==> config.mk <==
export PLATFORM = sky130hd
export DESIGN_NAME = width_upsizer
export DESIGN_NICKNAME = d
export VERILOG_FILES = /design/src/rtl/width_upsizer_pkg.sv /design/src/rtl/gearbox_out_reg.sv /design/src/rtl/width_upsizer.sv
export VERILOG_INCLUDE_DIRS = /design/src /design/src/rtl
export SDC_FILE = /design/constraint.sdc
export NUM_CORES = 1
export LEC_CHECK = 0
export ABC_AREA = 0
export CELL_PAD_IN_SITES_DETAIL_PLACEMENT = 2
export CELL_PAD_IN_SITES_GLOBAL_PLACEMENT = 2
export CORE_UTILIZATION = 31
export DETAILED_ROUTE_END_ITERATION = 10
export PLACE_DENSITY_LB_ADDON = 0.05
export SLEW_MARGIN = 20
export SYNTH_ARGS = -nofsm -noshare
export SYNTH_HDL_FRONTEND = slang
export SYNTH_SLANG_ARGS = --single-unit
==> constraint.sdc <==
create_clock -name clk -period 1.45 [get_ports clk]
set_input_delay 0.29 -clock clk [delete_from_list [all_inputs] [get_ports clk]]
set_output_delay 0.29 -clock clk [all_outputs]
set_load 0.03 [all_outputs]
==> src/rtl/gearbox_defs.vh <==
// Shared width macros and lane-mapping helper for the gearbox family (upsizer/downsizer).
`ifndef GEARBOX_DEFS_VH
`define GEARBOX_DEFS_VH

`define GB_OUT_W(iw, r) ((iw) * (r))
`define GB_CNT_W(r) (((r) > 1) ? $clog2(r) : 1)

// Beat number within a word -> physical lane, honouring the first-beat placement.
function automatic int gb_lane_idx(input int cnt, input int ratio, input bit lsb_first);
  return lsb_first ? cnt : (ratio - 1 - cnt);
endfunction

`endif

==> src/rtl/width_upsizer_pkg.sv <==
// Types and helpers shared by the width_upsizer slice.
package width_upsizer_pkg;
`include "gearbox_defs.vh"

  typedef enum logic {PK_EMPTY, PK_FILL} pack_state_e;
  typedef enum logic {OEMPTY, OFULL} out_state_e;
endpackage

==> src/rtl/gearbox_out_reg.sv <==
// One-deep valid/ready output register carrying an opaque payload.
module gearbox_out_reg
  import width_upsizer_pkg::*;
#(
  parameter int PAYLOAD_W = 8
) (
  input  logic                 clk,
  input  logic                 rst,
  input  logic                 in_valid,
  output logic                 in_ready,
  input  logic [PAYLOAD_W-1:0] in_payload,
  output logic                 out_valid,
  input  logic                 out_ready,
  output logic [PAYLOAD_W-1:0] out_payload
);

  out_state_e state_q, state_d;
  logic       load;

  always_ff @(posedge clk) begin
    if (rst) begin
      state_q     <= OEMPTY;
      out_payload <= '0;
    end else begin
      state_q <= state_d;
      if (load) out_payload <= in_payload;
    end
  end

  // A load in the same cycle as a downstream accept keeps the register full.
  always_comb begin
    state_d  = state_q;
    in_ready = !rst && ((state_q == OEMPTY) || out_ready);
    load     = in_valid && in_ready;
    case (state_q)
      OEMPTY:  if (load) state_d = OFULL;
      OFULL:   if (!load && out_ready) state_d = OEMPTY;
      default: state_d = OEMPTY;
    endcase
  end

  assign out_valid = (state_q == OFULL);

endmodule

==> src/rtl/width_upsizer.sv <==
// Narrow-to-wide gearbox: packs RATIO input beats into one wide word with lane keep.
`include "gearbox_defs.vh"

module width_upsizer
  import width_upsizer_pkg::*;
#(
  parameter int IN_WIDTH  = 8,
  parameter int RATIO     = 2,
  parameter int LSB_FIRST = 1
) (
  input  logic                          clk,
  input  logic                          rst,
  input  logic                          in_valid,
  output logic                          in_ready,
  input  logic [IN_WIDTH-1:0]           in_data,
  input  logic                          in_last,
  input  logic                          flush,
  output logic                          out_valid,
  input  logic                          out_ready,
  output logic [`GB_OUT_W(IN_WIDTH, RATIO)-1:0] out_data,
  output logic [RATIO-1:0]              out_keep,
  output logic                          out_last
);

  localparam int OUT_W = `GB_OUT_W(IN_WIDTH, RATIO);
  localparam int CNT_W = `GB_CNT_W(RATIO);
  localparam int PAY_W = OUT_W + RATIO + 1;
  localparam logic [CNT_W-1:0] CNT_MAX = CNT_W'(RATIO - 1);

  logic [OUT_W-1:0] buf_q, data_m;
  logic [RATIO-1:0] keep_q, keep_m;
  logic [CNT_W-1:0] cnt_q;
  logic             flush_pend_q;
  logic             acc, flush_req, complete;
  int               lane;
  pack_state_e      pack_st;

  always_comb begin
    acc       = in_valid && in_ready;
    flush_req = flush || flush_pend_q;
    pack_st   = (cnt_q == '0) ? PK_EMPTY : PK_FILL;
    lane      = gb_lane_idx(int'(cnt_q), RATIO, LSB_FIRST != 0);
    // Unfilled lanes of buf_q are always zero, so merging is a plain OR.
    data_m    = buf_q | (acc ? (OUT_W'(in_data) << (lane * IN_WIDTH)) : '0);
    keep_m    = keep_q | (acc ? (RATIO'(1) << lane) : '0);
    complete  = (acc && ((cnt_q == CNT_MAX) || in_last))
             || (in_ready && flush_req && ((pack_st == PK_FILL) || acc));
  end

  always_ff @(posedge clk) begin
    if (rst) begin
      buf_q        <= '0;
      keep_q       <= '0;
      cnt_q        <= '0;
      flush_pend_q <= 1'b0;
    end else begin
      // A flush seen while the output is stalled waits for the register to free up.
      if (in_ready)   flush_pend_q <= 1'b0;
      else if (flush) flush_pend_q <= 1'b1;

      if (complete) begin
        buf_q  <= '0;
        keep_q <= '0;
        cnt_q  <= '0;
      end else if (acc) begin
        buf_q  <= data_m;
        keep_q <= keep_m;
        cnt_q  <= cnt_q + CNT_W'(1);
      end
    end
  end

  logic [PAY_W-1:0] pay_in, pay_out;

  assign pay_in = {acc && in_last, keep_m, data_m};

  gearbox_out_reg #(
    .PAYLOAD_W (PAY_W)
  ) u_out_reg (
    .clk         (clk),
    .rst         (rst),
    .in_valid    (complete),
    .in_ready    (in_ready),
    .in_payload  (pay_in),
    .out_valid   (out_valid),
    .out_ready   (out_ready),
    .out_payload (pay_out)
  );

  assign out_data = pay_out[OUT_W-1:0];
  assign out_keep = pay_out[OUT_W +: RATIO];
  assign out_last = pay_out[PAY_W-1];

endmodule

==> results.yml <==
floorplanning:
  die-area_sq_um: 5280
  fp.dieH_um: 72.7
  pin_count: 35
  die_x_um: 72.7
  num_rows: 25
  initial_core_util_pct: 32.6
  core_area_sq_um: 4750
critical_path:
  cp_max_fo: 8
  crit_arrival_ns: 1.64
  rr_worst_depth: 6
  regToRegSetupSlack_ns: 0.02
  critPathKind: "reg -> reg"
  startpoint_type: "register"
  crit_start: "u_out_reg.out_valid"
  r2r-end: "u_out_reg.out_payload[14]"
  end_kind: "register"
  critPathRequiredTime_ns: 1.66
  r2r_start: "u_out_reg.out_valid"
logic_synthesis:
  yosys_warnings: 0
  ys_ff_latch: 40
  ys_seq_area_share_pct: 51.7
  synthesis.nets: 157
  synth.distinct_cells: 25
  syn_avg_cell_area_sq_um: 10.8
  syn_inst: 143
  syn_area_sq_um: 1550
sta:
  fmax_ghz: 0.700
  postLayoutSetupSlackWorst_ns: 0.0208
  slew_violations: 0
  fin_crit_sh_pct: 98.6
  slew_headroom_pct: 77.6
  fin_skew_ns: 0.00475
  final-hold-violation-count: 0
  min_period_ns: 1.43
  tightest_slew_ns: 0.335
  rsz0062_at_grt: "true"
  final-setup-viol-count: 0
placement:
  gp_congestion: 0.701
  dpl.hpwl_mm: 3.12
  pre_cts_ws_ns: -0.385
  placed_cell_area_sq_um: 2000
  placedCellCount: 251
  port_buffers: 34
power_and_ir_drop:
  power_density_nw_per_um2: 1160
  p_leak_uw: 0.000873
  p_total_uw: 2590
  ir_drop_uv: 519
cells_and_area:
  drive_gt1_share_pct: 31.3
  area_growth_pct: 44.0
  num_antenna_cells: 0
  nets: 208
  instances_no_fill: 262
  finalInstanceArea_sq_um: 2230
grt:
  antenna_found_initial: 0
  grtUsageTotal_pct: 18.8
  grt_pass1_wl_mm: 7.29
  overflow: 0
  grt_max_degree: 19
  grt_pass1_vias: 1428
hold_path:
  hold_path_depth: 2
  min_from: "buf_q[13]"
  holdPathEnd: "buf_q[13]"
  hold_path_class: "reg -> reg"
route:
  drtIter0Drc: 37
  drcViolationCount: 0
  via_count: 1266
  drtAntennaViolNets: 0
  wl_per_cell_um: 16.7
  routed_wirelength_mm: 4.38
  drt_first_pass_iters: 3
  vias_per_cell: 4.83
flow_run:
  maxCapViolCount: 0
cts:
  cts_tree: "done"
  htree_levels: 2
  cts_buffers: 5
  clkLatencyLatePin_ns: 0.29
  clock_sinks: 40
  cts-hold-fix-buffers: 0
  ctsRootBufferMaster: "clkbuf_8"
  path_clk_slew_ns: 0.07
  clock_path_buffers: 2
run_status:
  status: "finished clean"
==> cell type report <==
cell class,instances,area [sq um]
clock buffers,6,72.6
clock inverters,2,35.0
fillers,510,2520
inverters,1,3.75
multi-input cells,89,703
flip-flops and latches,40,803
well taps,67,83.8
repair buffers,57,529
==> Yosys cell counts <==
cell,number,area share (%)
dfxtp_1,40,52
nor2_1,24,5.8
a21oi_1,19,6.1
a31oi_1,16,6.5
a211oi_2,10,8.1
a211oi_1,7,3.4
buf_6,6,4.4
a21oi_2,2,1.1
dlygate4sd1_1,2,1.1
o21ai_2,2,1.1
a21o_2,1,0.57
and2_1,1,0.40
buf_12,1,1.3
buf_8,1,0.97
clkbuf_1,1,0.24
clkbuf_8,1,0.89
dlymetal6s2s_1,1,0.81
inv_1,1,0.24
mux2i_1,1,0.65
nand2b_1,1,0.40
nand4b_1,1,0.57
nor2b_4,1,0.89
nor3_4,1,1.1
nor3b_1,1,0.48
nor3b_4,1,1.2
==> where the power goes <==
part           switching (uW)  internal (uW)
Sequential               30.5           1160
Clock                     375            511
Combinational             302            216
Total                     707           1880
==> layout by cell type, fill, tap and decap left out, drive strengths merged <==
| cell type | instances |
|---|---|
| a211oi | 17 |
| a21o | 1 |
| a21oi | 21 |
| a31oi | 16 |
| and2 | 1 |
| buf | 24 |
| bufinv | 1 |
| clkbuf | 6 |
| clkdlybuf4s50 | 10 |
| clkinv | 1 |
| dfxtp | 40 |
| dlygate4sd2 | 23 |
| inv | 1 |
| mux2i | 1 |
| nand2b | 1 |
| nand4b | 1 |
| nor2 | 24 |
| nor2b | 1 |
| nor3 | 1 |
| nor3b | 2 |
| o21ai | 2 |
==> cells by family after synthesis <==
logic type / after synthesis / synth area share (%)
simple gates: 31 / 10.8
buf+inv: 14 / 9.93
flops: 40 / 51.7
mux: 1 / 0.646
compound gates: 57 / 26.9
==> worst max-delay path, cell delays in order, from the launching register on <==
cell and delay (ns):
dfxtp_2 0.32, nor2b_4 0.13, buf_6 0.13, nor3b_4 0.21, buf_6 0.21, a31oi_4 0.11
a211oi_2 0.24
==> timing repair <==
| action | 4_1_cts | 5_1_grt |
|---|---|---|
| pin swaps | 4 | 12 |
| setup buffers | 3 | 0 |
| setup endpoints to repair | 40 | 16 |
| gates resized for setup | 33 | 14 |
==> flip-flops by register name, indices dropped and copies added, names as in the netlist <==
signal,cells
u_out_reg.out_payload,19
buf_q,16
keep_q,2
cnt_q,1
flush_pend_q,1
u_out_reg.out_valid,1
==> per-stage QoR <==
stage | util [%] | setup TNS [ns] | hold WS [ns]
2_1_floorplan | - | 0 | 0.424
3_3_place_gp | 42.0 | -10.04 | 0.447
3_5_place_dp | 42.0 | -12.45 | 0.454
4_1_cts | 45.0 | -0.00356 | 0.470
5_1_grt | 46.9 | -0.244 | 0.496
6_report | 46.9 | 0 | 0.465
==> worst max-delay path by stage <==
stage                                           end  slack (ns)
after floorplan           u_out_reg.out_payload[10]        0.04
after global placement     u_out_reg.out_payload[0]       -0.31
after detailed placement   u_out_reg.out_payload[0]       -0.39
after CTS                 u_out_reg.out_payload[12]      -0.003
after global routing      u_out_reg.out_payload[14]       -0.04
final                     u_out_reg.out_payload[14]        0.02
==> layer usage <==
metal	routed length, um	part of all wire [%]	vias up	GRT usage (%)
li1	-	-	620	-
met1	1920	44	615	21.7
met2	2210	51	26	32.7
met3	175	4.0	5	5.66
met4	68	1.6	0	7.19
met5	0	0	-	0
No activity file was read; power rests on OpenSTA's default activity.
